==> src/rtl/alu4_nibble_sequencer.sv <==
// Multi-nibble sequencer around a 4-bit combinational ALU: slices one W-bit
// operation into nibbles, chains carries between them and assembles the result.
module alu4_nibble_sequencer #(
  parameter int NIBBLES = 2
) (
  input  logic                   i_clk,
  input  logic                   i_rst,
  input  logic                   i_start,
  input  logic [3:0]             i_op,
  input  logic [4*NIBBLES-1:0]   i_opa,
  input  logic [4*NIBBLES-1:0]   i_opb,
  input  logic                   i_cin_math,
  input  logic                   i_cin_rot,
  output logic                   o_busy,
  output logic                   o_done,
  output logic [4*NIBBLES-1:0]   o_result,
  output logic                   o_cout_math,
  output logic                   o_cout_rot,
  output logic                   o_zero,
  output logic                   o_overflow,
  output logic [3:0]             o_alu_op,
  output logic [3:0]             o_alu_a,
  output logic [3:0]             o_alu_b,
  output logic                   o_alu_mci,
  output logic                   o_alu_rci,
  input  logic [3:0]             i_alu_out,
  input  logic                   i_alu_mco,
  input  logic                   i_alu_rco,
  input  logic                   i_alu_ovf
);

  localparam int W  = 4 * NIBBLES;
  localparam int KW = (NIBBLES > 1) ? $clog2(NIBBLES) : 1;
  localparam logic [KW-1:0] K_LAST = KW'(NIBBLES - 1);

  localparam logic [1:0] C_OTHER = 2'd0;
  localparam logic [1:0] C_RIGHT = 2'd1;
  localparam logic [1:0] C_LEFT  = 2'd2;
  localparam logic [1:0] C_MATH  = 2'd3;

  typedef enum logic [1:0] {
    S_IDLE = 2'd0,
    S_EXEC = 2'd1,
    S_DONE = 2'd2
  } state_t;

  function automatic logic [1:0] op_class(input logic [3:0] op);
    case (op)
      4'hB, 4'hD, 4'hF: op_class = C_RIGHT;
      4'hC, 4'hE:       op_class = C_LEFT;
      4'h0, 4'h4, 4'h5: op_class = C_MATH;
      default:          op_class = C_OTHER;
    endcase
  endfunction

  state_t          r_state;
  logic [KW-1:0]   r_k;
  logic [3:0]      r_op;
  logic [W-1:0]    r_a;
  logic [W-1:0]    r_b;
  logic            r_cm;
  logic            r_cr;
  logic            r_prev_mco;
  logic            r_prev_rco;
  logic [W-1:0]    r_acc;
  logic            r_busy;
  logic            r_done;
  logic [W-1:0]    r_result;
  logic            r_cout_math;
  logic            r_cout_rot;
  logic            r_zero;
  logic            r_overflow;

  logic [1:0]      w_cls;
  logic            w_first;
  logic [KW-1:0]   w_pos;
  logic [KW+1:0]   w_sh;
  logic [3:0]      w_nib_a;
  logic [3:0]      w_nib_b;
  logic [W-1:0]    w_full;
  logic [3:0]      w_alu_op;
  logic [3:0]      w_alu_a;
  logic [3:0]      w_alu_b;
  logic            w_alu_mci;
  logic            w_alu_rci;

  // Right-class ops walk from the MSB nibble down; everything else walks up.
  assign w_cls   = op_class(r_op);
  assign w_first = (r_k == {KW{1'b0}});
  assign w_pos   = (w_cls == C_RIGHT) ? (K_LAST - r_k) : r_k;
  assign w_sh    = {w_pos, 2'b00};
  assign w_nib_a = 4'(r_a >> w_sh);
  assign w_nib_b = 4'(r_b >> w_sh);
  assign w_full  = (r_acc & ~(W'(4'hF) << w_sh)) | (W'(i_alu_out) << w_sh);

  // ALU drive: per-class opcode and carry chaining, zero outside EXEC.
  always_comb begin
    w_alu_op  = 4'h0;
    w_alu_a   = 4'h0;
    w_alu_b   = 4'h0;
    w_alu_mci = 1'b0;
    w_alu_rci = 1'b0;
    if (r_state == S_EXEC) begin
      w_alu_a = w_nib_a;
      w_alu_b = w_nib_b;
      case (w_cls)
        C_RIGHT: begin
          w_alu_op  = w_first ? r_op : 4'hF;
          w_alu_mci = r_cm;
          w_alu_rci = w_first ? r_cr : r_prev_rco;
        end
        C_LEFT: begin
          w_alu_op  = w_first ? r_op : 4'hE;
          w_alu_mci = r_cm;
          w_alu_rci = w_first ? r_cr : r_prev_rco;
        end
        C_MATH: begin
          // Op 0 inverts its carry input inside the ALU, so pre-invert the chain.
          w_alu_op  = r_op;
          w_alu_mci = w_first ? r_cm : ((r_op == 4'h0) ? ~r_prev_mco : r_prev_mco);
          w_alu_rci = r_cr;
        end
        default: begin
          w_alu_op  = r_op;
          w_alu_mci = r_cm;
          w_alu_rci = r_cr;
        end
      endcase
    end else begin
      w_alu_op  = 4'h0;
      w_alu_a   = 4'h0;
      w_alu_b   = 4'h0;
      w_alu_mci = 1'b0;
      w_alu_rci = 1'b0;
    end
  end

  // Sequencer FSM: accept, step one nibble per cycle, publish result on DONE.
  always_ff @(posedge i_clk) begin
    if (i_rst) begin
      r_state     <= S_IDLE;
      r_k         <= {KW{1'b0}};
      r_op        <= 4'h0;
      r_a         <= {W{1'b0}};
      r_b         <= {W{1'b0}};
      r_cm        <= 1'b0;
      r_cr        <= 1'b0;
      r_prev_mco  <= 1'b0;
      r_prev_rco  <= 1'b0;
      r_acc       <= {W{1'b0}};
      r_busy      <= 1'b0;
      r_done      <= 1'b0;
      r_result    <= {W{1'b0}};
      r_cout_math <= 1'b0;
      r_cout_rot  <= 1'b0;
      r_zero      <= 1'b0;
      r_overflow  <= 1'b0;
    end else begin
      case (r_state)
        S_IDLE, S_DONE: begin
          r_done <= 1'b0;
          if (i_start) begin
            r_state <= S_EXEC;
            r_busy  <= 1'b1;
            r_k     <= {KW{1'b0}};
            r_op    <= i_op;
            r_a     <= i_opa;
            r_b     <= i_opb;
            r_cm    <= i_cin_math;
            r_cr    <= i_cin_rot;
            r_acc   <= {W{1'b0}};
          end else begin
            r_state <= S_IDLE;
            r_busy  <= 1'b0;
          end
        end
        S_EXEC: begin
          r_acc      <= w_full;
          r_prev_mco <= i_alu_mco;
          r_prev_rco <= i_alu_rco;
          if (r_k == K_LAST) begin
            r_state     <= S_DONE;
            r_busy      <= 1'b0;
            r_done      <= 1'b1;
            r_result    <= w_full;
            r_zero      <= ~|w_full;
            r_cout_math <= i_alu_mco;
            r_cout_rot  <= i_alu_rco;
            r_overflow  <= (w_cls == C_MATH) ? i_alu_ovf : 1'b0;
          end else begin
            r_k <= r_k + KW'(1);
          end
        end
        default: begin
          r_state <= S_IDLE;
          r_busy  <= 1'b0;
          r_done  <= 1'b0;
        end
      endcase
    end
  end

  assign o_busy      = r_busy;
  assign o_done      = r_done;
  assign o_result    = r_result;
  assign o_cout_math = r_cout_math;
  assign o_cout_rot  = r_cout_rot;
  assign o_zero      = r_zero;
  assign o_overflow  = r_overflow;
  assign o_alu_op    = w_alu_op;
  assign o_alu_a     = w_alu_a;
  assign o_alu_b     = w_alu_b;
  assign o_alu_mci   = w_alu_mci;
  assign o_alu_rci   = w_alu_rci;

endmodule

==> config.mk <==
export PLATFORM = sky130hd
export DESIGN_NAME = alu4_nibble_sequencer
export DESIGN_NICKNAME = d
export VERILOG_FILES = /design/src/rtl/alu4_nibble_sequencer.sv
export SDC_FILE = /design/constraint.sdc
export NUM_CORES = 1
export LEC_CHECK = 0
export CAP_MARGIN = 15
export CORE_ASPECT_RATIO = 0.9
export CORE_MARGIN = 2
export CORE_UTILIZATION = 35
export CTS_CLUSTER_SIZE = 24
export DETAILED_ROUTE_END_ITERATION = 16
export GPL_TIMING_DRIVEN = 0
export SETUP_SLACK_MARGIN = 0.02
export SYNTH_ARGS = -nofsm -noshare
export SYNTH_HDL_FRONTEND = slang
export SYNTH_SLANG_ARGS = --single-unit
==> constraint.sdc <==
create_clock -name i_clk -period 4.53 [get_ports i_clk]
set_input_delay 0.906 -clock i_clk [delete_from_list [all_inputs] [get_ports i_clk]]
set_output_delay 0.906 -clock i_clk [all_outputs]
set_load 0.02 [all_outputs]
==> implementation parameters, run 1 <==
Parameter                              Value

Outcome
  Run status    finished clean

STA
  Headroom to the max-slew limit    62.74%
  Setup repair after global routing missed its margin    false
  Final setup fails    0
  Portion of the clock cycle consumed by the worst path in the final layout    between 80% and 90%
  Sum of negative setup slack    0 ps
  Least-Margin Pin Slew    approximately 560 ps
  Final Hold Vio Count    0
  Clk_skew    7.151 ps
  Max frequency    about 0.27 GHz
  Min Clock Period, post-route    3719 ps
  Count of pins over their slew limit    0

Hold path
  Hold depth    2
  Worst Hold Launch    o_cout_math
  Path type of the worst min-delay path    flip-flop to flip-flop

Pwr
  Maximum VDD drop    145.7 uV
  Lkg Pwr    1.066 nW
  Pwr/cell area    325.1 nW/um2

Floorplan
  Total Die Area    7067 um2
  Initial standard-cell utilization of the core    36.49%
  Horizontal extent of the die    around 88 um
  Core area    6148 um2
  Number of rows in the core area    27
  Die Ht    79.95 um
  IO Pins    60

Clock tree
  CTS tree    built
  Post-CTS repair timing setup buffer count    0
  Clock Tree Buf Depth    2
  Post-CTS clock slew at the launch and capture registers of the worst setup and hold paths    approximately 90 ps
  Clock latency at the later pin of the worst-skew pair    ~300 ps
  TritonCTS buffer count    5
  Quantity of hold-fixing buffers added after cts    0
  Post-cts repair resize count    0
  Cell at the root of the clock tree    sky130_fd_sc_hd__clkbuf_8
  Depth of the CTS H-tree    2
  Clock Sink Count    51

Critical path
  Critical path capture point type    primary output
  CP top delay family    buffers and inverters
  Library cell contributing the largest single delay on the critical path    sky130_fd_sc_hd__clkdlybuf4s50_1
  Required time of the critical path    3620 ps
  CP Launch Type    flip-flop
  Buffering stage count on the worst path with inverters included    3
  Worst r2r path cells    6
  Crit Path Max Fanout    10
  Start point of the critical path    w_cls[1]
  Delay of the slowest cell on the worst path    640 ps
  Cell-by-cell listing of the critical path    inv_1 > ha_1 > xnor2_2 > clkbuf_1 > nand2_1 > a21oi_1 > clkdlybuf4s50_1
  Stages on worst setup path    7
  Critical path data arrival time    ~2800 ps
  Reg-to-reg startpoint    w_cls[1]
  Critical Setup Path Class    flip-flop to primary output

Placed design
  Placer's final routability congestion estimate    0.8976
  DP Wirelength    4404 um
  Placed cells    435
  Port Buffer Count    58

Synth
  Proportion of synthesized chip area in sequential cells    45.51%
  Mapped cell area    2243 um2
  Per-instance average area after synthesis    7.736 um2
  Number of register bits inferred by synthesis    51
  Synth unique cells    33
  Post-Synthesis Net Count    325
  Synthesized netlist cell count    290
  YS warnings    0

Detailed routing
  Mean routed wirelength per cell    13.60 um
  Residual DRC count    0
  Detail-routed via count per cell    roughly 4.8
  Iteration count of the initial detailed-routing pass    4
  DR vias    around 2100
  Number of DRC markers in iteration 0    88
  Overall routed net length    6027 um
  Final ANT Viol Nets    0

Global route
  Maximum number of pins on one net before global-route repair    15
  Gr ovfl total    0
  Number of global-route vias before repair    2065
  Antenna violations before repair    0
  Global-route wire length before repair    10050 um
  GR Util All Layers    18.40%

Layout
  Fraction of final layout cells with drive strength greater than 1    4.213%
  Diodes inserted    0
  Finished Layout Cells    443
  Layout-stage area growth over the synthesis result    35.19%
  Count of nets after finishing    390

Job
  Number of maximum-capacitance violations    0
==> worst register-to-register path, cell delays in order, from the launching register on <==
cell and delay (ps):
sky130_fd_sc_hd__dfxtp_1 360, sky130_fd_sc_hd__inv_1 50, sky130_fd_sc_hd__ha_1 290, sky130_fd_sc_hd__xnor2_2 460, sky130_fd_sc_hd__clkbuf_1 420, sky130_fd_sc_hd__nand2_1 100
sky130_fd_sc_hd__a311oi_1 260
==> stage by stage <==
step	setup slack, ps	hold slack [ps]	instance area (um2)	total power [mW]	utilization [%]
after CTS	789.5	459.2	3033	0.9951	49.33
after global routing	580.3	481.7	3033	1.043	49.33
final	810.9	456.9	3033	0.9859	49.33
after global placement	1108	443.7	2933	0.7134	47.70
after floorplan	1928	435.7	2243	0.6281	-
after detailed placement	1139	446.5	2933	0.7153	47.70
==> cell type report <==
cell class | count | area [um2]
clock buffer | 8 | 100.1
multi-input combinational | 214 | 1116
tap | 87 | 108.9
fill | 644 | 3115
buffer | 20 | 87.58
inverter | 5 | 18.77
sequential | 51 | 1021
timing repair buffer | 58 | 580.6
==> per-layer routing <==
layer  share of wire, %  GRT usage [%]  wire length, um
met1                 49          24.71             2953
met2                 43          28.80             2612
met3                6.7          5.377              406
met4               0.91          4.848               55
met5                  0              0                0
==> placed cells by master (no fill, tap or decap), types with 3 or more instances in the layout <==
cell / instances
sky130_fd_sc_hd__mux2i_1: 6
sky130_fd_sc_hd__o21a_1: 3
sky130_fd_sc_hd__clkdlybuf4s50_1: 58
sky130_fd_sc_hd__a311oi_1: 8
sky130_fd_sc_hd__a21oi_1: 38
sky130_fd_sc_hd__inv_1: 5
sky130_fd_sc_hd__nor2_1: 32
sky130_fd_sc_hd__dfxtp_1: 51
sky130_fd_sc_hd__clkbuf_1: 13
sky130_fd_sc_hd__a22oi_1: 8
sky130_fd_sc_hd__nand2_1: 81
sky130_fd_sc_hd__nor2b_1: 4
sky130_fd_sc_hd__nor3_1: 3
sky130_fd_sc_hd__clkbuf_8: 7
sky130_fd_sc_hd__ha_1: 3
sky130_fd_sc_hd__buf_2: 4
sky130_fd_sc_hd__nand2b_1: 3
==> cell families after synthesis <==
group,Yosys count,share of synthesized area [%]
compound gates,70,19.41
xor+xnor,3,1.841
fa+ha+maj,3,1.673
buf+inv,25,4.741
flops,51,45.51
mux,6,2.677
simple gates,132,24.15
==> state kept, by name, indices dropped and copies added (netlist names) <==
register and cells:
o_result 8, r_a 8, r_acc 8, r_b 8, r_op 4, r_state 2, w_cls 2, o_busy 1
o_cout_math 1, o_cout_rot 1, o_done 1, o_overflow 1, o_zero 1, r_cm 1, r_cr 1, r_k 1
r_prev_mco 1, r_prev_rco 1
==> worst paths after layout <==
check                              endpoint  slack, ps
worst min-delay path            o_cout_math        460
worst min register to register  o_cout_math        460
worst max-delay path             o_alu_b[3]        810
worst max register to register  o_result[7]       2480
==> cells in the mapped netlist <==
master | count | area [um2]
sky130_fd_sc_hd__a2111oi_0 | 2 | 17.52
sky130_fd_sc_hd__a211oi_1 | 2 | 15.01
sky130_fd_sc_hd__a21oi_1 | 38 | 190.2
sky130_fd_sc_hd__a22oi_1 | 8 | 60.06
sky130_fd_sc_hd__a311oi_1 | 8 | 70.07
sky130_fd_sc_hd__a31oi_1 | 2 | 12.51
sky130_fd_sc_hd__and2_1 | 1 | 6.260
sky130_fd_sc_hd__buf_1 | 2 | 7.510
sky130_fd_sc_hd__buf_2 | 4 | 20.02
sky130_fd_sc_hd__buf_4 | 2 | 15.01
sky130_fd_sc_hd__clkbuf_1 | 12 | 45.04
sky130_fd_sc_hd__dfxtp_1 | 51 | 1021
sky130_fd_sc_hd__ha_1 | 3 | 37.54
sky130_fd_sc_hd__inv_1 | 5 | 18.77
sky130_fd_sc_hd__mux2i_1 | 6 | 60.06
sky130_fd_sc_hd__nand2_1 | 81 | 304.0
sky130_fd_sc_hd__nand2b_1 | 3 | 18.77
sky130_fd_sc_hd__nand3_1 | 2 | 10.01
sky130_fd_sc_hd__nand3b_1 | 2 | 15.01
sky130_fd_sc_hd__nor2_1 | 32 | 120.1
sky130_fd_sc_hd__nor2b_1 | 4 | 25.02
sky130_fd_sc_hd__nor3_1 | 3 | 15.01
sky130_fd_sc_hd__nor3b_1 | 2 | 15.01
sky130_fd_sc_hd__nor4_1 | 2 | 12.51
sky130_fd_sc_hd__o21a_1 | 3 | 22.52
sky130_fd_sc_hd__o21ai_0 | 2 | 10.01
sky130_fd_sc_hd__o21ai_1 | 2 | 10.01
sky130_fd_sc_hd__o32a_1 | 1 | 10.01
sky130_fd_sc_hd__o32ai_1 | 1 | 8.760
sky130_fd_sc_hd__o41ai_1 | 1 | 8.760
sky130_fd_sc_hd__xnor2_1 | 1 | 8.760
sky130_fd_sc_hd__xnor2_2 | 1 | 16.27
sky130_fd_sc_hd__xor2_2 | 1 | 16.27
==> power by group <==
group	internal [mW]	switching, mW
Combinational	0.0909	0.123
Clock	0.140	0.141
Sequential	0.473	0.0177
Note: power is estimated with default switching activity, not from simulation.
==> run 2: changes to the inputs <==
==> constraint.sdc (replaced) <==
create_clock -name i_clk -period 3.1 [get_ports i_clk]
set_input_delay 0.62 -clock i_clk [delete_from_list [all_inputs] [get_ports i_clk]]
set_output_delay 0.62 -clock i_clk [all_outputs]
set_load 0.02 [all_outputs]
==> implementation parameters, run 2 (synthesized netlist as in run 1, its figures left out) <==
Parameter                              Value

Floorplan
  Horizontal extent of the die    88.39 um (unchanged)
  Core area    6148 um2 (unchanged)
  Die Ht    79.95 um (unchanged)
  Total Die Area    7067 um2 (unchanged)
  Number of rows in the core area    27 (unchanged)
  Initial standard-cell utilization of the core    36.49% (unchanged)
  IO Pins    60 (unchanged)

Hold path
  Path type of the worst min-delay path    flip-flop to flip-flop

Pwr
  Net switching component of the power    0.4230 mW (+50%)
  Sequential share of power    48.6% (-1.2 points)
  Switching share of total power    28.61% (about the same)
  Portion of total power attributed to the clock network    27.8% (-0.6 points)
  Total power    1.479 mW (+50%)
  Lkg Pwr    1.129 nW (+5.9%)
  Cell Int Power    1.056 mW (+50%)
  Pwr/cell area    474.8 nW/um2 (+46%)
  Logic pwr share    23.5% (+1.8 points)
  Maximum VDD drop    214.2 uV (+47%)

Detailed routing
  Mean routed wirelength per cell    13.55 um (-0.41%)
  DR vias    2169 (+1.0%)
  Residual DRC count    0 (unchanged)
  Final ANT Viol Nets    0 (unchanged)
  Overall routed net length    6043 um (+0.27%)
  Detail-routed via count per cell    4.863 (+0.35%)
  Sum of routed wire segments on met1    2974 um (+0.71%)
  Met3 WL    411 um (+1.2%)
  Number of DRC markers in iteration 0    120 (+36%)
  Met2 Wirelength    2612 um (unchanged)
  Iteration count of the initial detailed-routing pass    4 (unchanged)
  Top Layer Used    met4

Layout
  Top library cells by usage in the layout, fill and taps aside    81 x sky130_fd_sc_hd__nand2_1, 56 x sky130_fd_sc_hd__clkdlybuf4s50_1, 51 x sky130_fd_sc_hd__dfxtp_1, 38 x sky130_fd_sc_hd__a21oi_1, 32 x sky130_fd_sc_hd__nor2_1
  Layout-stage area growth over the synthesis result    38.82%
  Finished Layout Cells    446 (+0.68%)
  Count of nets after finishing    393 (+0.77%)
  Area of all placed cells without fillers    3114 um2 (+2.7%)
  Fraction of final layout cells with drive strength greater than 1    5.850% (+1.6 points)
  Share of the core filled with cells    50.65% (+1.3 points)
  Diodes inserted    0 (unchanged)
  Most common cell after layout, fill and taps aside    sky130_fd_sc_hd__nand2_1

Global route
  Number of global-route vias before repair    2076 (+0.53%)
  GR Util All Layers    18.38% (-0.021 points)
  Antenna violations before repair    0 (unchanged)
  Global-route wire length before repair    10030 um (-0.21%)
  Maximum number of pins on one net before global-route repair    20 (+5)
  Gr ovfl total    0 (unchanged)

STA
  Max frequency    around 0.34 GHz
  Min Clock Period, post-route    2909 ps
  Final Worst Setup Slack    190.8 ps (-620.1 ps)
  Least-Margin Pin Slew    554.6 ps (-4.256 ps)
  Clk_skew    7.282 ps (+0.1306 ps)
  Final setup fails    0 (unchanged)
  Setup repair after global routing missed its margin    true
  Sum of negative setup slack    0 ps (unchanged)
  Worst hold slack after final layout    457.1 ps (+0.1490 ps)
  Headroom to the max-slew limit    63.03% (+0.28 points)
  Portion of the clock cycle consumed by the worst path in the final layout    between 90% and 100%
  Count of pins over their slew limit    0 (unchanged)
  Final Hold Vio Count    0 (unchanged)

Placed design
  Port Buffer Count    58 (unchanged)
  Placed cells    435 (unchanged)
  Worst setup slack after placement    -4.956 ps (-1144 ps)
  DP Wirelength    4404 um (unchanged)
  Placed cell areas    2933 um2 (unchanged)
  Placer's final routability congestion estimate    0.8976 (unchanged)

Clock tree
  Post-CTS clock slew at the launch and capture registers of the worst setup and hold paths    90 ps (about the same)
  Depth of the CTS H-tree    2 (unchanged)
  Clock Sink Count    51 (unchanged)
  Clock Tree Buf Depth    2 (unchanged)
  CTS tree    built
  Clock latency at the later pin of the worst-skew pair    300 ps (about the same)
  Cell at the root of the clock tree    sky130_fd_sc_hd__clkbuf_8
  Quantity of hold-fixing buffers added after cts    0 (unchanged)
  TritonCTS buffer count    5 (unchanged)

Job
  Number of maximum-capacitance violations    0 (unchanged)

Critical path
  CP Launch Type    flip-flop
  Cell-by-cell listing of the critical path    nand2b_1 > clkbuf_1 > buf_1 > a21oi_1 > clkdlybuf4s50_1
  Critical path data arrival time    2290 ps (-520 ps)
  Library cell contributing the largest single delay on the critical path    sky130_fd_sc_hd__clkdlybuf4s50_1
  Critical path capture point type    primary output
  Critical Setup Path Class    flip-flop to primary output
  Crit Path Max Fanout    10 (unchanged)
  Required time of the critical path    2480 ps (-1140 ps)
  Delay of the slowest cell on the worst path    580 ps (-60 ps)

Outcome
  Run status    finished clean
run 2: cell count changes in the layout (fill, tap and decap cells not counted), sizes merged:
cell / before / now
clkbuf: 20 / 19
dlymetal6s2s: 0 / 2
buf: 8 / 12
clkdlybuf4s50: 58 / 56
run 2: worst paths after layout:
check | end | slack (ps) | cells past startpoint | from
max reg2reg | r_acc[3] | 1450 | 7 | w_cls[1]
max | o_alu_b[3] | 190 | 5 | r_state[1]
min | o_cout_math | 460 | 2 | o_cout_math
min reg2reg | o_cout_math | 460 | 2 | o_cout_math
run 2: metal layers:
metal | vias up | global-route usage [%]
met5 | - | 0
met1 | 989 | 24.78
met4 | 0 | 4.848
met2 | 61 | 28.65
li1 | 1112 | -
met3 | 7 | 5.377
run 2: what timing repair did:
| action | in CTS | in global routing |
|---|---|---|
| buffers inserted | 0 | 4 |
| setup endpoints to repair | 8 | 9 |
| resized for setup | 4 | 3 |
| pin swaps | 0 | 2 |
run 2: area by class of cell:
| cell class | count | area [um2] |
|---|---|---|
| multi-input combinational | 214 | 1154 |
| inverter | 5 | 18.77 |
| buffer | 19 | 83.83 |
| sequential | 51 | 1021 |
| timing repair buffer | 62 | 628.1 |
| clock buffer | 8 | 100.1 |
| fill | 634 | 3034 |
| tap | 87 | 108.9 |
run 2: critical path: cells and delay by family, from the launching register on:
family	cells	cell delay (ps)
buffers and inverters	3	1440
flip-flops	1	340
AO/OA/AOI/OAI	1	110
AND/OR/NAND/NOR	1	100
run 2: power groups by stage:
| stage | registers (mW) | clock network, mW | logic (mW) |
|---|---|---|---|
| finish | 0.719 | 0.412 | 0.348 |
| global route | 0.725 | 0.450 | 0.385 |
| CTS | 0.719 | 0.422 | 0.324 |
| detailed placement | 0.733 | 0 | 0.312 |
| global placement | 0.732 | 0 | 0.311 |
| floorplan | 0.734 | 0 | 0.184 |
==> run 3: changes to the inputs <==
--- a/config.mk
+++ b/config.mk
@@ -8,10 +8,12 @@
 export CAP_MARGIN = 15
 export CORE_ASPECT_RATIO = 0.9
 export CORE_MARGIN = 2
-export CORE_UTILIZATION = 35
+export CORE_UTILIZATION = 43
+export CTS_BUF_LIST = sky130_fd_sc_hd__clkbuf_16
 export CTS_CLUSTER_SIZE = 24
 export DETAILED_ROUTE_END_ITERATION = 16
 export GPL_TIMING_DRIVEN = 0
+export PLACE_DENSITY = 0.75
 export SETUP_SLACK_MARGIN = 0.02
 export SYNTH_ARGS = -nofsm -noshare
 export SYNTH_HDL_FRONTEND = slang
==> implementation parameters, run 3 (synthesized netlist as in run 1, its figures left out) <==
Parameter                              Value

Outcome
  Run status    finished clean

Detailed routing
  Detail-routed via count per cell    5.222 (+7.4%)
  Mean routed wirelength per cell    14.10 um (+4.1%)
  DR vias    2209 (+1.8%)
  Overall routed net length    5966 um (-1.3%)
  Number of DRC markers in iteration 0    178 (+48%)
  Final ANT Viol Nets    0 (unchanged)
  Iteration count of the initial detailed-routing pass    4 (unchanged)
  Residual DRC count    0 (unchanged)

Clock tree
  Clock Tree Buf Depth    2 (unchanged)
  Clock latency at the later pin of the worst-skew pair    290 ps (about the same)
  CTS tree    built
  Cell at the root of the clock tree    sky130_fd_sc_hd__clkbuf_16
  Clock Sink Count    51 (unchanged)
  Depth of the CTS H-tree    2 (unchanged)
  TritonCTS buffer count    5 (unchanged)
  Quantity of hold-fixing buffers added after cts    0 (unchanged)
  Post-CTS clock slew at the launch and capture registers of the worst setup and hold paths    60 ps (-30 ps)

Pwr
  Maximum VDD drop    333.8 uV (+56%)
  Cell Int Power    1.225 mW (+16%)
  Pwr/cell area    531.9 nW/um2 (+12%)
  Net switching component of the power    0.4462 mW (+5.5%)
  Lkg Pwr    1.153 nW (+2.2%)
  Portion of total power attributed to the clock network    36.3% (+8.5 points)
  Total power    1.672 mW (+13%)
  Sequential share of power    43.1% (-5.5 points)
  Switching share of total power    26.70% (-1.9 points)
  Logic pwr share    20.6% (-2.9 points)

Placed design
  Placed cell areas    2905 um2 (-0.94%)
  Placer's final routability congestion estimate    0.8359 (-6.9%)
  Port Buffer Count    58 (unchanged)
  DP Wirelength    4176 um (-5.2%)

Critical path
  CP Launch Type    flip-flop
  Crit Path Max Fanout    10 (unchanged)
  Library cell contributing the largest single delay on the critical path    sky130_fd_sc_hd__clkdlybuf4s50_1
  Required time of the critical path    2480 ps (about the same)
  Critical path data arrival time    2360 ps (+70 ps)
  Cell-by-cell listing of the critical path    ha_4 > xor2_4 > buf_4 > nand2_1 > a21oi_1 > clkdlybuf4s50_1
  Critical Setup Path Class    flip-flop to primary output
  Setup slack of the worst register-to-register path    1390 ps (-60 ps)
  Critical path capture point type    primary output
  Delay of the slowest cell on the worst path    640 ps (+60 ps)

Global route
  Gr ovfl total    0 (unchanged)
  GR Util All Layers    21.08% (+2.7 points)
  Maximum number of pins on one net before global-route repair    20 (unchanged)
  Number of global-route vias before repair    2014 (-3.0%)
  Antenna violations before repair    0 (unchanged)
  Global-route wire length before repair    9528 um (-5.0%)

STA
  Portion of the clock cycle consumed by the worst path in the final layout    96.10% (+2.3 points)
  Max frequency    0.3357 GHz (-2.3%)
  Setup repair after global routing missed its margin    true
  Least-Margin Pin Slew    568.7 ps (+14.15 ps)
  Final Hold Vio Count    0 (unchanged)
  Count of pins over their slew limit    0 (unchanged)
  Clk_skew    3.362 ps (-3.920 ps)
  Headroom to the max-slew limit    62.08% (-0.94 points)
  Final setup fails    0 (unchanged)
  Min Clock Period, post-route    2979 ps (+69.99 ps)

Floorplan
  Horizontal extent of the die    80.14 um (-9.3%)
  Initial standard-cell utilization of the core    45.55% (+9.1 points)
  Die Ht    72.53 um (-9.3%)
  Total Die Area    5812 um2 (-18%)
  IO Pins    60 (unchanged)
  Core area    4925 um2 (-20%)
  Number of rows in the core area    24 (-11%)

Hold path
  Path type of the worst min-delay path    flip-flop to flip-flop

Layout
  Diodes inserted    0 (unchanged)
  Count of nets after finishing    392 (-0.25%)
  Top library cells by usage in the layout, fill and taps aside    81 x sky130_fd_sc_hd__nand2_1, 56 x sky130_fd_sc_hd__clkdlybuf4s50_1, 51 x sky130_fd_sc_hd__dfxtp_1, 38 x sky130_fd_sc_hd__a21oi_1, 32 x sky130_fd_sc_hd__nor2_1
  Area of all placed cells without fillers    3143 um2 (+0.92%)
  Most common cell after layout, fill and taps aside    sky130_fd_sc_hd__nand2_1
  Layout-stage area growth over the synthesis result    40.10%
  Fraction of final layout cells with drive strength greater than 1    5.587% (-0.26 points)

Job
  Number of maximum-capacitance violations    0 (unchanged)
[run 3: power groups by stage]
stage                     clock (mW)  combinational (mW)  sequential [mW]
final                          0.607               0.344            0.721
after global routing           0.644               0.375            0.724
after CTS                      0.613               0.319            0.719
after detailed placement           0               0.308            0.732
after global placement             0               0.305            0.731
after floorplan                    0               0.184            0.734
[run 3: worst max-delay path, delay by kind of cell, from the launching register on]
kind | cells | cell delay (ps)
flops | 1 | 410
compound gates | 1 | 180
xor+xnor | 1 | 290
simple gates | 1 | 70
buf+inv | 2 | 880
fa+ha+maj | 1 | 250
[run 3: worst paths after layout]
kind                   start         end  depth (start not counted)
hold reg to reg   o_overflow  o_overflow                          2
setup reg to reg    w_cls[1]    r_acc[2]                          8
hold / removal    o_overflow  o_overflow                          2
setup / recovery    w_cls[0]  o_alu_b[3]                          6
[run 3: what timing repair did]
item | CTS | global route
resized for setup | 3 | 4
setup buffers | 0 | 3
endpoints found under the setup margin | 8 | 9
pin swaps | 0 | 1
[run 3: stage by stage]
stage / hold slack, ps / cells / setup slack (ps) / util (%) / TNS (ps)
CTS: 452.8 / 420 / 41.29 / 62.75 / 0
global placement: 440.1 / 413 / 16.29 / 58.99 / 0
detailed placement: 444.3 / 413 / 11.49 / 58.99 / 0
global route: 465.1 / 423 / -5.997 / 63.82 / -5.997
finish: 450.3 / 423 / 120.8 / 63.82 / 0
floorplan: 435.7 / 290 / 784.3 / - / 0
[run 3: layout make-up]
cell class | instances | area [um2]
fill | 444 | 1782
multi-input combinational | 214 | 1154
tap | 65 | 81.33
sequential | 51 | 1021
clock buffer | 5 | 125.1
clock inverter | 3 | 38.79
buffer | 19 | 83.83
inverter | 5 | 18.77
timing repair buffer | 61 | 620.6
[run 3: layer usage]
metal | vias up | share of wire (%) | wire, um | global-route usage, %
met5 | - | 0 | 0 | 0
met4 | 0 | 1.1 | 63 | 6.780
met3 | 6 | 7.1 | 425 | 4.602
met2 | 80 | 46 | 2737 | 33.33
met1 | 1005 | 46 | 2740 | 28.83
li1 | 1118 | - | - | -
